[config.mk]
export PLATFORM = sky130hd
export DESIGN_NAME = crc_param_faulty_memory_flat
export DESIGN_NICKNAME = d
export VERILOG_FILES = /design/src/rtl/crc_param_faulty_memory_if.sv /design/src/rtl/crc_param_faulty_memory.sv /design/src/flat_wrapper.sv
export SDC_FILE = /design/constraint.sdc
export NUM_CORES = 1
export LEC_CHECK = 0
export CAP_MARGIN = 40
export CELL_PAD_IN_SITES_DETAIL_PLACEMENT = 1
export CELL_PAD_IN_SITES_GLOBAL_PLACEMENT = 2
export CORE_MARGIN = 2
export CORE_UTILIZATION = 25
export DETAILED_ROUTE_END_ITERATION = 8
export PLACE_DENSITY = 0.47
export SLEW_MARGIN = 30
export SYNTH_ARGS = -nofsm -noshare
export SYNTH_HDL_FRONTEND = slang
export SYNTH_SLANG_ARGS = --single-unit
[constraint.sdc]
create_clock -name clk -period 2.8 [get_ports clk]
set_input_delay 0.28 -clock clk [delete_from_list [all_inputs] [get_ports clk]]
set_output_delay 0.28 -clock clk [all_outputs]
set_load 0.005 [all_outputs]
[src/rtl/crc_param_faulty_memory_if.sv]
// crc_param_faulty_memory_if: request, fault-injection and result bundle of the CRC-protected memory
interface crc_param_faulty_memory_if #(
  parameter int DATA_W    = 8,
  parameter int ADDR_W    = 4,
  parameter int CRC_W     = 4,
  parameter int MAX_BURST = 4
);
  localparam int CW = DATA_W + CRC_W;
  logic                             wr_req;
  logic                             rd_req;
  logic [ADDR_W-1:0]                addr_in;
  logic [DATA_W-1:0]                data_in;
  logic                             fault_en;
  logic [$clog2(CW)-1:0]            fault_pos;
  logic [$clog2(MAX_BURST+1)-1:0]   burst_len;
  logic                             busy;
  logic                             done;
  logic [DATA_W-1:0]                rd_data;
  logic                             data_valid;
  logic                             error_detected;
  logic [7:0]                       err_count;
  logic [ADDR_W-1:0]                last_err_addr;
  modport master (
    output wr_req, rd_req, addr_in, data_in, fault_en, fault_pos, burst_len,
    input  busy, done, rd_data, data_valid, error_detected, err_count, last_err_addr
  );
  modport slave (
    input  wr_req, rd_req, addr_in, data_in, fault_en, fault_pos, burst_len,
    output busy, done, rd_data, data_valid, error_detected, err_count, last_err_addr
  );
endinterface

[src/rtl/crc_param_faulty_memory.sv]
// crc_param_faulty_memory: CRC-protected memory with bit-serial encode/check and read-path burst injection
module crc_param_faulty_memory #(
  parameter int               DATA_W    = 8,
  parameter int               ADDR_W    = 4,
  parameter int               CRC_W     = 4,
  parameter logic [CRC_W-1:0] POLY      = 4'b0011,
  parameter int               MAX_BURST = 4
) (
  input logic                    clk,
  input logic                    rst,
  crc_param_faulty_memory_if.slave bus
);
  localparam int CW    = DATA_W + CRC_W;
  localparam int CNT_W = $clog2(CW);
  localparam int DEPTH = 1 << ADDR_W;
  typedef enum logic [2:0] {IDLE, ENC, WRITE, FETCH, CHECK, REPORT} state_t;
  state_t            r_state;
  logic [CW-1:0]     r_mem [DEPTH];
  logic [ADDR_W-1:0] r_addr;
  logic [DATA_W-1:0] r_data;
  logic [CW-1:0]     r_cw;
  logic [CRC_W-1:0]  r_lfsr;
  logic [CNT_W-1:0]  r_cnt;
  logic              r_busy;
  logic              r_done;
  logic              r_valid;
  logic              r_err;
  logic [DATA_W-1:0] r_rd_data;
  logic [7:0]        r_err_count;
  logic [ADDR_W-1:0] r_last_err_addr;
  logic              w_bit;
  logic [CRC_W-1:0]  w_lfsr_nx;
  logic [CW-1:0]     w_cw_rot;
  logic [CW-1:0]     w_mask;
  int                w_len;
  // data and codeword registers rotate rather than shift, so they are intact after a full pass
  always_comb begin
    w_bit     = r_state == ENC ? r_data[DATA_W-1] : r_cw[CW-1];
    w_lfsr_nx = {r_lfsr[CRC_W-2:0], 1'b0} ^ ((w_bit ^ r_lfsr[CRC_W-1]) ? POLY : '0);
    w_cw_rot  = {r_cw[CW-2:0], r_cw[CW-1]};
    w_len     = int'(bus.burst_len) > MAX_BURST ? MAX_BURST : int'(bus.burst_len);
    w_mask    = '0;
    for (int i = 0; i < CW; i++)
      w_mask[i] = bus.fault_en && i >= int'(bus.fault_pos) && i < int'(bus.fault_pos) + w_len;
  end
  always_ff @(posedge clk or negedge rst) begin
    if (!rst) begin
      r_state         <= IDLE;
      for (int i = 0; i < DEPTH; i++) r_mem[i] <= '0;
      r_addr          <= '0;
      r_data          <= '0;
      r_cw            <= '0;
      r_lfsr          <= '0;
      r_cnt           <= '0;
      r_busy          <= 1'b0;
      r_done          <= 1'b0;
      r_valid         <= 1'b0;
      r_err           <= 1'b0;
      r_rd_data       <= '0;
      r_err_count     <= '0;
      r_last_err_addr <= '0;
    end else begin
      case (r_state)
        IDLE: begin
          if (bus.wr_req) begin
            r_addr  <= bus.addr_in;
            r_data  <= bus.data_in;
            r_lfsr  <= '0;
            r_cnt   <= CNT_W'(DATA_W - 1);
            r_busy  <= 1'b1;
            r_state <= ENC;
          end else if (bus.rd_req) begin
            r_addr  <= bus.addr_in;
            r_busy  <= 1'b1;
            r_state <= FETCH;
          end
        end
        ENC: begin
          r_lfsr <= w_lfsr_nx;
          r_data <= {r_data[DATA_W-2:0], r_data[DATA_W-1]};
          r_cnt  <= r_cnt - 1'b1;
          if (r_cnt == '0) begin
            r_done  <= 1'b1;
            r_state <= WRITE;
          end
        end
        WRITE: begin
          r_mem[r_addr] <= {r_data, r_lfsr};
          r_done        <= 1'b0;
          r_busy        <= 1'b0;
          r_state       <= IDLE;
        end
        FETCH: begin
          r_cw    <= r_mem[r_addr] ^ w_mask;
          r_lfsr  <= '0;
          r_cnt   <= CNT_W'(CW - 1);
          r_state <= CHECK;
        end
        CHECK: begin
          r_lfsr <= w_lfsr_nx;
          r_cw   <= w_cw_rot;
          r_cnt  <= r_cnt - 1'b1;
          // results are registered on the last bit so they appear with done
          if (r_cnt == '0) begin
            r_done    <= 1'b1;
            r_rd_data <= w_cw_rot[CW-1:CRC_W];
            r_valid   <= w_lfsr_nx == '0;
            r_err     <= w_lfsr_nx != '0;
            if (w_lfsr_nx != '0) begin
              r_err_count     <= r_err_count + {7'd0, r_err_count != 8'hFF};
              r_last_err_addr <= r_addr;
            end
            r_state <= REPORT;
          end
        end
        REPORT: begin
          r_done  <= 1'b0;
          r_busy  <= 1'b0;
          r_state <= IDLE;
        end
        default: r_state <= IDLE;
      endcase
    end
  end
  assign bus.busy           = r_busy;
  assign bus.done           = r_done;
  assign bus.rd_data        = r_rd_data;
  assign bus.data_valid     = r_valid;
  assign bus.error_detected = r_err;
  assign bus.err_count      = r_err_count;
  assign bus.last_err_addr  = r_last_err_addr;
endmodule
[src/flat_wrapper.sv]
// flat-port wrapper written by rule: the top's interface ports become plain ports
module crc_param_faulty_memory_flat 
#(
  parameter int               DATA_W    = 8,
  parameter int               ADDR_W    = 4,
  parameter int               CRC_W     = 4,
  parameter logic [CRC_W-1:0] POLY      = 4'b0011,
  parameter int               MAX_BURST = 4
)
  (clk, rst, bus_wr_req, bus_rd_req, bus_addr_in, bus_data_in, bus_fault_en, bus_fault_pos, bus_burst_len, bus_busy, bus_done, bus_rd_data, bus_data_valid, bus_error_detected, bus_err_count, bus_last_err_addr);
  crc_param_faulty_memory_if #(.DATA_W(DATA_W), .ADDR_W(ADDR_W), .CRC_W(CRC_W), .MAX_BURST(MAX_BURST)) bus_i ();
  input logic clk;
  input logic rst;
  input wire logic [$bits(bus_i.wr_req)-1:0] bus_wr_req;
  input wire logic [$bits(bus_i.rd_req)-1:0] bus_rd_req;
  input wire logic [$bits(bus_i.addr_in)-1:0] bus_addr_in;
  input wire logic [$bits(bus_i.data_in)-1:0] bus_data_in;
  input wire logic [$bits(bus_i.fault_en)-1:0] bus_fault_en;
  input wire logic [$bits(bus_i.fault_pos)-1:0] bus_fault_pos;
  input wire logic [$bits(bus_i.burst_len)-1:0] bus_burst_len;
  output wire logic [$bits(bus_i.busy)-1:0] bus_busy;
  output wire logic [$bits(bus_i.done)-1:0] bus_done;
  output wire logic [$bits(bus_i.rd_data)-1:0] bus_rd_data;
  output wire logic [$bits(bus_i.data_valid)-1:0] bus_data_valid;
  output wire logic [$bits(bus_i.error_detected)-1:0] bus_error_detected;
  output wire logic [$bits(bus_i.err_count)-1:0] bus_err_count;
  output wire logic [$bits(bus_i.last_err_addr)-1:0] bus_last_err_addr;
  assign bus_i.wr_req = bus_wr_req;
  assign bus_i.rd_req = bus_rd_req;
  assign bus_i.addr_in = bus_addr_in;
  assign bus_i.data_in = bus_data_in;
  assign bus_i.fault_en = bus_fault_en;
  assign bus_i.fault_pos = bus_fault_pos;
  assign bus_i.burst_len = bus_burst_len;
  assign bus_busy = bus_i.busy;
  assign bus_done = bus_i.done;
  assign bus_rd_data = bus_i.rd_data;
  assign bus_data_valid = bus_i.data_valid;
  assign bus_error_detected = bus_i.error_detected;
  assign bus_err_count = bus_i.err_count;
  assign bus_last_err_addr = bus_i.last_err_addr;
  crc_param_faulty_memory #(.DATA_W(DATA_W), .ADDR_W(ADDR_W), .CRC_W(CRC_W), .POLY(POLY), .MAX_BURST(MAX_BURST)) u_core (.clk(clk), .rst(rst), .bus(bus_i));
endmodule
# Word-level counts from Yosys, hierarchy flattened
# Cells that the tools add are included.
[classes]
mux = 28
n_eq_ne = 11
order_cmp = 27
n_bitwise = 4
reduce_logical = 45
addsub = 3
[op_table]
columns = ["cell", "n"]
rows = [
  ["bitwise mux 192 bit", 1],
  ["less-than comparator 4 x 32 -> 1 bit (first input constant)", 4],
  ["less-than comparator 5 x 32 -> 1 bit (first input constant)", 4],
  ["less-than comparator 3 x 32 -> 1 bit (first input constant)", 2],
  ["binary-select mux 12 bit (select 4 bit)", 1],
  ["demux 12 bit (select 4 bit)", 1],
  ["2-to-1 mux 12 bit", 3],
  ["adder 5 x 32 -> 32 bit", 1],
  ["less-than comparator 1 x 32 -> 1 bit (first input constant)", 1],
  ["less-than comparator 2 x 32 -> 1 bit (first input constant)", 1],
  ["logical AND 1 bit", 25],
  ["one-hot mux 12 bit (2 select lines)", 1],
  ["one-hot mux 4 bit (3 select lines)", 2],
  ["greater-or-equal comparator 3 x 4 -> 1 bit (first input constant)", 4],
  ["greater-or-equal comparator 4 bit (first input constant)", 4],
  ["2-to-1 mux 4 bit", 4],
  ["one-hot mux 8 bit (2 select lines)", 1],
  ["2-to-1 mux 3 bit", 5],
  ["one-hot mux 3 bit (4 select lines)", 1],
  ["AND reduction 2 bit", 6],
  ["bitwise XOR 12 bit", 1],
  ["nonzero test 2 bit", 5],
  ["adder 8 x 1 -> 8 bit", 1],
  ["greater-or-equal comparator 1 x 4 -> 1 bit (first input constant)", 2],
  ["other kinds (25)", 37],
]
[totals]
reg_bits = 251
wordCells = 147
output_inout_bits = 24
input_bits = 24

# Longest topological paths before layout
# Gate-level depths: netlist (run 1).
[logic_depth]
ltp_word = 7
ltp_mapped = 12

# Least setup slack after synthesis (run 1)
# OpenSTA, ideal clock, no wires.
[synth_path]
path_type = "register to register"
start = "register u_core.r_state[1]"
end = "register u_core.r_last_err_addr[0], in the netlist u_core.bus.last_err_addr[0]"
t_required_ns = 2.675
setup_ns = 0.125
period_less_slack_ns = 2.470
stages_incl_launch_ff = 12
path_slack_ns = 0.330
arrival_ns = 2.345
n_path_buf = 3
path_cell_list = "dfrtp_1 buf_2 nor2_1 and2_1 buf_2 mux2i_1 xor2_1 ha_1 nor3b_1 nor2_2 buf_2 mux2_2"
[synth_via]
elab_chain_len = 7
[synth_lines]
columns = ["element", "line", "rtl"]
rows = [
  ["from (decl)", "crc_param_faulty_memory.sv:17", "state_t r_state;"],
  ["from (signal assigned)", "crc_param_faulty_memory.sv:48", "r_state <= IDLE;"],
  ["from (signal assigned)", "crc_param_faulty_memory.sv:71", "r_state <= ENC;"],
  ["from (signal assigned)", "crc_param_faulty_memory.sv:75", "r_state <= FETCH;"],
  ["equality test 3 x 1 -> 1 bit", "crc_param_faulty_memory.sv:38", "w_bit = r_state == ENC ? r_data[DATA_W-1] : r_cw[CW-1];"],
  ["2-to-1 mux 1 bit", "crc_param_faulty_memory.sv:38", ""],
  ["bitwise XOR 1 bit", "crc_param_faulty_memory.sv:39", "w_lfsr_nx = {r_lfsr[CRC_W-2:0], 1'b0} ^ ((w_bit ^ r_lfsr[CRC_W-1]) ? POLY : '0);"],
  ["2-to-1 mux 2 bit", "crc_param_faulty_memory.sv:39", ""],
  ["bitwise XOR 4 bit", "crc_param_faulty_memory.sv:39", ""],
  ["nonzero test 4 bit", "crc_param_faulty_memory.sv:109", "if (w_lfsr_nx != '0) begin"],
  ["AND reduction 3 bit (no source line) (*)", "--", ""],
  ["to (signal assigned)", "crc_param_faulty_memory.sv:111", "r_last_err_addr <= r_addr;"],
  ["to (decl)", "crc_param_faulty_memory.sv:30", "logic [ADDR_W-1:0] r_last_err_addr;"],
]
# Mark *: on every way between the ends. The rest lies on a longest branch, timed or not.
# A chain may end at the register's enable or synchronous reset.

# Final worst setup path (run 1)
[layout_path]
start = "register u_core.r_state[1]"
end = "register u_core.r_err_count[1], in the netlist u_core.bus.err_count[1]"
[layout_via]
elab_chain_len = 7
[layout_lines]
columns = ["element", "line", "rtl"]
rows = [
  ["equality test 3 x 1 -> 1 bit", "crc_param_faulty_memory.sv:38", ""],
  ["2-to-1 mux 1 bit", "crc_param_faulty_memory.sv:38", ""],
  ["bitwise XOR 1 bit", "crc_param_faulty_memory.sv:39", ""],
  ["2-to-1 mux 2 bit", "crc_param_faulty_memory.sv:39", ""],
  ["bitwise XOR 4 bit", "crc_param_faulty_memory.sv:39", ""],
  ["nonzero test 4 bit", "crc_param_faulty_memory.sv:109", ""],
  ["AND reduction 3 bit (no source line) (*)", "--", ""],
  ["to (signal assigned)", "crc_param_faulty_memory.sv:110", "r_err_count <= r_err_count + {7'd0, r_err_count != 8'hFF};"],
  ["to (decl)", "crc_param_faulty_memory.sv:29", "logic [7:0] r_err_count;"],
]
# Marks and branches as above.

==> implementation parameters, run 1 <==
Parameter                              Value

Status
  Status    complete, but fails checks
  Violations in the final reports    DRC

Synthesis
  Net count after synthesis    897
  Part of the Yosys area used for sequential elements    53.02%
  EDFF count, synth    0
  Post-synthesis average cell area    13.70 um2
  Cell taking the most area after synthesis    sky130_fd_sc_hd__dfrtp_1
  Number of flip-flops and latches in the synthesized netlist    251
  Synth Cell Area    11850 um2
  Share of Yosys cell area claimed by the top area cell type    53.02%
  Post-synth ARST share    100.0%
  Ranking of synthesized cells by area    sky130_fd_sc_hd__dfrtp_1 53%, sky130_fd_sc_hd__mux2_2 9.8%, sky130_fd_sc_hd__mux2_1 9.4%
  Post-Syn Instances    865
  Number of warnings printed during yosys synthesis    0
  Number of distinct standard cells referenced by the synthesized netlist    52
  Top_reg_cell synth    sky130_fd_sc_hd__dfrtp_1

Layout
  Post-route cell area    14400 um2
  Share of cells above drive strength 1    29.67%
  Number of inserted diodes    0
  Sequential Area    6286 um2
  # nets final    977
  Filler cell count    4971
  Combined area of the multi-input logic cells    5185 um2
  Syn-to-layout area delta    21.56%

Clock tree
  CTS tree    built
  CTS Buf Count    34
  Clock root buffer master    sky130_fd_sc_hd__clkbuf_16
  Post-CTS repair timing setup buffer count    0
  Clock latency on the worst-skew pair    0.53 ns
  Clock-pin slew on the worst setup and hold paths    0.05 ns
  Clock H-tree levels    2
  Clk sink count    251
  Maximum buffer depth of the clock tree    3

Timing
  Final slew viol count    0
  Clock skew after layout    0.02059 ns
  Transition time at the pin with the least slew margin    0.6904 ns
  Slew Limit Headroom    53.97%
  Post-Route Setup TNS    0 ns
  Min Hold Slack    0.3014 ns
  Final-report hold violation count    0
  Count of endpoints failing setup in the final report    0
  Highest attainable clock frequency    0.4051 GHz
  Setup repair after global routing missed its margin    false
  Min Tclk post-route    2.468 ns
  Final cycle utilization of the critical path    88.15%

Global routing
  Number of antenna violations at the first check in global routing    0
  Pin count of the biggest net entering global routing    71
  Global-route usage over all layers    14.52%
  Wire length of the first global-routing pass    53770 um
  Total congestion overflow after global routing    0
  Vias in the first global route    8169

Floorplan
  # rows    79
  Die Outline Area    49140 um2
  Height of the chip    221.7 um
  Initial Util    25.39%
  Die X-Extent    221.7 um
  I/O pin cnt    48
  Core box area    46650 um2

Hold path
  Tightest Hold Check Type    in2async

Critical path
  Worst Path Buf+Inv    0
  Data required time of the critical path    3.21 ns
  Arrival @ worst endpoint    2.88 ns
  Critical-path maximum fanout    13
  Worst r2r path cells    8
  Crit path largest cell delay    0.49 ns
  Largest delay share family, worst path    simple AND/OR/NAND/NOR gates
  Classification of the worst setup path    reg2reg
  Critical Path Sink Type    flop
  Critical Path Slowest Stage Cell    sky130_fd_sc_hd__nor2_2
  Startpoint types    flop
  Cell depth of the worst setup path    8
  CP cell instances    nor2_1 -> and2_1 -> mux2i_1 -> xor2_1 -> ha_1 -> nor3b_2 -> nor2_2 -> mux2_2

Job
  Number of max-cap violations    0

Detailed routing
  Total Routed Length    34540 um
  Remaining routing DRC violations    5
  Residual antenna-violating net count after detailed routing    0
  Total via count in the routed design    7420
  Vias per Instance    4.723
  Drt initial violations    421
  First-pass DRT Iterations    6
  Mean routed wirelength per cell    21.98 um

Placement
  I/O Buffers    47
  HPWL Detailed    22560 um
  Final weighted congestion in routability-driven placement    0.7457
  Post-Place Cell Area    13320 um2

Power and ir drop
  Static leakage    6.680 nW
  Worst ir drop on vdd    0.0003508 V
  Total power per unit cell area    901.7 nW/um2
-- power breakdown --
| part | switching, W | internal [W] | total (W) |
|---|---|---|---|
| logic | 0.00195 | 0.00175 | 0.00369 |
| registers | 0.000756 | 0.00438 | 0.00513 |
| clock network | 0.00163 | 0.00253 | 0.00416 |
-- state kept, by name (all words and copies together), names as in the netlist, 3 cells and up --
register                  flops
u_core.r_lfsr                 4
u_core.r_mem                192
u_core.bus.rd_data            8
u_core.r_addr                 4
u_core.r_data                 8
u_core.r_cnt                  4
u_core.r_state                3
u_core.r_cw                  12
u_core.bus.last_err_addr      4
u_core.bus.err_count          8
-- worst paths after layout --
check,startpoint,endpoint,slack [ns]
worst max-delay path,u_core.r_state[1]$_DFFE_PN0P_,u_core.bus.err_count[1]$_DFFE_PN0P_,0.33
worst min-delay path,rst,u_core.bus.err_count[5]$_DFFE_PN0P_,0.30
worst min register to register,u_core.r_mem[12]$_DFFE_PN0P_,u_core.r_mem[12]$_DFFE_PN0P_,0.48
min in group clk,bus_addr_in[3],u_core.r_addr[3]$_DFFE_PN0P_,0.37
max in group asynchronous,rst,u_core.r_mem[98]$_DFFE_PN0P_,1.70
worst max register to register,u_core.r_state[1]$_DFFE_PN0P_,u_core.bus.err_count[1]$_DFFE_PN0P_,0.33
-- through the flow --
step | total power, W | setup slack (ns) | cells | utilization (%)
2_1_floorplan | 0.007306 | 0.3302 | 865 | -
3_3_place_gp | 0.008967 | 0.004879 | 1515 | 28.56
3_5_place_dp | 0.008994 | 0.0005191 | 1515 | 28.56
4_1_cts | 0.01329 | 0.1652 | 1571 | 30.85
5_1_grt | 0.01382 | 0.1264 | 1571 | 30.87
6_report | 0.01299 | 0.3317 | 1571 | 30.87
-- cells by family after synthesis --
| group | Yosys count | synth area share, % |
|---|---|---|
| adder cells (fa/ha/maj) | 8 | 0.9083 |
| AND/OR/NAND/NOR | 131 | 5.724 |
| XOR/XNOR | 22 | 1.627 |
| AO/OA/AOI/OAI | 116 | 6.380 |
| multiplexers | 259 | 29.09 |
| buffers and inverters | 78 | 3.253 |
| flip-flops | 251 | 53.02 |
-- per-layer routing --
| metal | track usage (%) | vias to the layer above | share of wire [%] |
|---|---|---|---|
| met4 | 3.705 | 0 | 1.9 |
| met5 | 0 | - | 0 |
| met2 | 23.08 | 81 | 46 |
| li1 | - | 3348 | - |
| met3 | 2.690 | 42 | 2.9 |
| met1 | 20.37 | 3949 | 49 |
-- area by class of cell --
| class | count | area share [%] |
|---|---|---|
| well taps | 607 | 5.274 |
| clock inverters | 6 | 0.2346 |
| multi-input cells | 536 | 36.01 |
| flip-flops and latches | 251 | 43.65 |
| repair buffers | 113 | 7.455 |
| inverters | 9 | 0.2346 |
| clock buffers | 49 | 7.142 |
-- repair_timing --
action / 4_1_cts / 5_1_grt
setup endpoints to repair: 0 / 7
resized for setup: 0 / 1
hold buffers: 1 / 0
endpoints found under the hold margin: 64 / 0
-- worst reg2reg max path: stages (launching register included) --
cell,delay (ns)
sky130_fd_sc_hd__dfrtp_1,0.37
sky130_fd_sc_hd__nor2_1,0.17
sky130_fd_sc_hd__and2_1,0.19
sky130_fd_sc_hd__mux2i_1,0.24
sky130_fd_sc_hd__xor2_1,0.12
sky130_fd_sc_hd__ha_1,0.19
sky130_fd_sc_hd__nor3b_2,0.18
sky130_fd_sc_hd__nor2_2,0.49
sky130_fd_sc_hd__mux2_2,0.40
-- synthesized netlist by cell type, types with 4 or more instances --
master                     count
sky130_fd_sc_hd__nand2b_1      4
sky130_fd_sc_hd__mux2_2      103
sky130_fd_sc_hd__inv_1         9
sky130_fd_sc_hd__mux2i_1       9
sky130_fd_sc_hd__a22o_1        5
sky130_fd_sc_hd__mux4_2       48
sky130_fd_sc_hd__buf_2        26
sky130_fd_sc_hd__nor2_1       17
sky130_fd_sc_hd__nand2_1      53
sky130_fd_sc_hd__o21ai_0      19
sky130_fd_sc_hd__a21oi_1      14
sky130_fd_sc_hd__ha_1          7
sky130_fd_sc_hd__mux2_1       99
sky130_fd_sc_hd__buf_6         4
sky130_fd_sc_hd__buf_4         8
sky130_fd_sc_hd__clkbuf_1     28
sky130_fd_sc_hd__o21ai_1      22
sky130_fd_sc_hd__xnor2_1      13
sky130_fd_sc_hd__dfrtp_1     251
sky130_fd_sc_hd__nand4_1       5
sky130_fd_sc_hd__a22oi_1      38
sky130_fd_sc_hd__nand3_1       7
sky130_fd_sc_hd__nor3_1        7
sky130_fd_sc_hd__nor2b_1      13
sky130_fd_sc_hd__xor2_1        9
sky130_fd_sc_hd__nor2_2        5
-- cells in the final DEF (no fill, tap or decap), types with 17 or more instances in the layout --
master	count
sky130_fd_sc_hd__dfrtp_1	249
sky130_fd_sc_hd__mux2_2	103
sky130_fd_sc_hd__mux2_1	99
sky130_fd_sc_hd__buf_4	57
sky130_fd_sc_hd__nand2_1	53
sky130_fd_sc_hd__mux4_2	48
sky130_fd_sc_hd__clkdlybuf4s50_1	46
sky130_fd_sc_hd__a22oi_1	38
sky130_fd_sc_hd__clkbuf_16	35
sky130_fd_sc_hd__o21ai_1	22
sky130_fd_sc_hd__o21ai_0	19
sky130_fd_sc_hd__nor2_1	17
No activity file was read; power rests on OpenSTA's default activity.
==> inputs of run 2 (changes only) <==
--- a/config.mk
+++ b/config.mk
@@ -8,7 +8,7 @@
 export CAP_MARGIN = 40
 export CELL_PAD_IN_SITES_DETAIL_PLACEMENT = 1
 export CELL_PAD_IN_SITES_GLOBAL_PLACEMENT = 2
-export CORE_MARGIN = 2
+export CORE_MARGIN = 3
 export CORE_UTILIZATION = 25
 export DETAILED_ROUTE_END_ITERATION = 8
 export PLACE_DENSITY = 0.47
==> run 2 against run 1 <==
  * The run now ends clean
  * Maximum frequency shrank 2.2%
  * First-iteration DRC count shrank 31%
  * Flip-flop and latch count is the same
  * Highest routed layer unchanged
  * Via count shrank 0.61%
  * Global-route usage shrank 0.62 points
  * Sequential share of layout area grew 0.24 points
  * Die area grew 1.8%
  * Final cell count shrank 0.25%
  * Largest cell class unchanged
  * Wire length shrank 2.5%
  * Worst hold slack gained 0.0020 ns
  * Core utilization shrank 0.17 points
  * Clock-buffer cell count grew 2
==> implementation parameters, run 2 (same netlist as run 1, synthesis figures left out) <==
Parameter                              Value

Status
  Status    finished, final reports clean

Layout
  Max FFs per register    192 (unchanged)
  Commonest cells after routing, fill and taps aside    249 x sky130_fd_sc_hd__dfrtp_1, 103 x sky130_fd_sc_hd__mux2_2, 99 x sky130_fd_sc_hd__mux2_1, 54 x sky130_fd_sc_hd__buf_4, 53 x sky130_fd_sc_hd__nand2_1
  Registers with the most flip-flops    u_core.r_mem x192, u_core.r_cw x12
  Largest register by flop count    u_core.r_mem
  Sequential Area    6286 um2 (unchanged)
  Combined area of the multi-input logic cells    5180 um2 (about the same)
  Syn-to-layout area delta    20.88%
  # nets final    973 (-0.41%)
  Share of cells above drive strength 1    28.75% (-0.92 points)
  Commonest non-fill, non-tap cell in the layout    sky130_fd_sc_hd__dfrtp_1
  Filler cell count    4965 (-0.12%)
  Number of inserted diodes    0 (unchanged)

Floorplan
  Height of the chip    223.7 um (+0.90%)
  Die X-Extent    223.7 um (+0.90%)
  I/O pin cnt    48 (unchanged)
  Die Outline Area    50030 um2 (+1.8%)
  Core box area    46650 um2 (unchanged)
  # rows    79 (unchanged)
  Initial Util    25.39% (unchanged)

Detailed routing
  First-pass DRT Iterations    4 (-2)
  Total via count in the routed design    7375 (-0.61%)
  Total Routed Length    33680 um (-2.5%)
  Mean routed wirelength per cell    21.49 um (-2.2%)
  Drt initial violations    291 (-31%)
  Residual antenna-violating net count after detailed routing    0 (unchanged)
  Vias per Instance    4.706 (-0.35%)
  Remaining routing DRC violations    0 (-5)

Clock tree
  Count of instances resized after the clock tree is built    0 (unchanged)
  CTS tree    built
  Clock-pin slew on the worst setup and hold paths    0.05 ns (about the same)
  Clock root buffer master    sky130_fd_sc_hd__clkbuf_16
  Post-CTS repair timing setup buffer count    0 (unchanged)
  Maximum buffer depth of the clock tree    3 (unchanged)
  Number of hold buffers added after CTS    1 (unchanged)
  Clk sink count    251 (unchanged)
  CTS Buf Count    34 (unchanged)
  Clock H-tree levels    2 (unchanged)
  Clock latency on the worst-skew pair    0.53 ns (about the same)

Timing
  Final cycle utilization of the critical path    90.17% (+2.0 points)
  Min Tclk post-route    2.525 ns (+0.05641 ns)
  Post-Route Setup TNS    0 ns (unchanged)
  Highest attainable clock frequency    0.3961 GHz (-2.2%)
  Final-report hold violation count    0 (unchanged)
  Setup repair after global routing missed its margin    false
  Least setup slack across all paths after layout    0.2753 ns (-0.05641 ns)
  Transition time at the pin with the least slew margin    0.7317 ns (+0.04133 ns)
  Clock skew after layout    0.02384 ns (+0.003252 ns)
  Count of endpoints failing setup in the final report    0 (unchanged)
  Final slew viol count    0 (unchanged)
  Slew Limit Headroom    51.22% (-2.8 points)

Global routing
  Number of antenna violations at the first check in global routing    1 (+1)
  Wire length of the first global-routing pass    53080 um (-1.3%)
  Global-route usage over all layers    13.90% (-0.62 points)
  Pin count of the biggest net entering global routing    69 (-2.8%)
  Vias in the first global route    8139 (-0.37%)
  Total congestion overflow after global routing    0 (unchanged)

Critical path
  Data required time of the critical path    3.20 ns (about the same)
  CP cell instances    nor2_1 -> and2_1 -> mux2i_1 -> xor2_1 -> ha_1 -> nor3b_1 -> buf_4 -> nor2_2 -> mux2_2
  Crit path largest cell delay    0.48 ns (about the same)
  Startpoint types    flop
  Critical Path Slowest Stage Cell    sky130_fd_sc_hd__nor2_2
  Critical-path maximum fanout    13 (unchanged)
  Classification of the worst setup path    reg2reg
  Arrival @ worst endpoint    2.92 ns (+0.04 ns)
  Critical Path Sink Type    flop

Placement
  Worst slack, placed    0.01947 ns (+0.01895 ns)
  Final weighted congestion in routability-driven placement    0.7415 (-0.56%)
  I/O Buffers    47 (unchanged)
  HPWL Detailed    22120 um (-1.9%)

Power and ir drop
  Worst ir drop on vdd    0.0003342 V (-4.7%)
  Total power per unit cell area    896.5 nW/um2 (-0.59%)
  Final Total Pwr    0.01284 W (-1.1%)
  Static leakage    6.633 nW (-0.70%)

Hold path
  Tightest Hold Check Type    in2async

Job
  Number of max-cap violations    0 (unchanged)
## run 2: changes by cell type in the layout (fill, tap and decap cells not counted), sizes merged
cell / delta
clkbuf: +2
clkinv: -2
buf: -4
## run 2: metrics by stage
stage | util (%) | hold slack [ns] | instance area [um2] | cells
3_3_place_gp | 28.46 | 0.2728 | 13280 | 1511
5_1_grt | 30.69 | 0.3373 | 14320 | 1567
6_report | 30.69 | 0.3033 | 14320 | 1567
2_1_floorplan | - | -0.01559 | 11850 | 865
4_1_cts | 30.69 | 0.2976 | 14320 | 1567
3_5_place_dp | 28.46 | 0.2694 | 13280 | 1511
## run 2: power by group
| group | switching, W | internal, W |
|---|---|---|
| registers | 0.000802 | 0.00438 |
| clock network | 0.00160 | 0.00246 |
| logic | 0.00188 | 0.00172 |
## run 2: cell type report
cell class	instances	area share, %
inverter	9	0.2359
clock buffer	51	7.025
multi-input combinational	536	36.17
timing repair buffer	109	7.200
clock inverter	4	0.1660
sequential	251	43.90
tap	607	5.304
## run 2: routing by layer
layer  part of all wire (%)  global-route usage (%)  wire length, um  vias up
li1                       -                       -                -     3326
met1                     49                   19.83            16640     3932
met2                     46                   21.95            15360       71
met3                    3.2                   2.634             1069       46
met4                    1.8                   3.343              614        0
met5                      0                       0                0        -
## run 2: final timing paths
path / start / end / slack (ns) / depth (start not counted)
worst max-delay path: u_core.r_state[1]$_DFFE_PN0P_ / u_core.bus.err_count[0]$_DFFE_PN0P_ / 0.28 / 9
worst min-delay path: rst / u_core.bus.err_count[4]$_DFFE_PN0P_ / 0.30 / 2
worst max register to register: u_core.r_state[1]$_DFFE_PN0P_ / u_core.bus.err_count[0]$_DFFE_PN0P_ / 0.28 / 9
worst min register to register: u_core.r_mem[54]$_DFFE_PN0P_ / u_core.r_mem[54]$_DFFE_PN0P_ / 0.48 / 1
max in group asynchronous: rst / u_core.r_mem[186]$_DFFE_PN0P_ / 1.71 / 3
min in group clk: bus_addr_in[3] / u_core.r_addr[3]$_DFFE_PN0P_ / 0.38 / 2
## run 2: worst max-delay path: cells and delay by family (launching register included)
kind                     cells  cell delay [ns]
AND/OR/NAND/NOR              4             0.95
multiplexers                 2             0.64
flip-flops                   1             0.37
adder cells (fa/ha/maj)      1             0.20
buffers and inverters        1             0.13
XOR/XNOR                     1             0.12
==> inputs of run 3 (changes only) <==
--- a/config.mk
+++ b/config.mk
@@ -10,6 +10,7 @@
 export CELL_PAD_IN_SITES_GLOBAL_PLACEMENT = 2
 export CORE_MARGIN = 3
 export CORE_UTILIZATION = 25
+export CTS_CLUSTER_DIAMETER = 100
 export DETAILED_ROUTE_END_ITERATION = 8
 export PLACE_DENSITY = 0.47
 export SLEW_MARGIN = 30
==> results of run 3 <==
The final DEF is identical to that of run 2; final timing and power are the same.
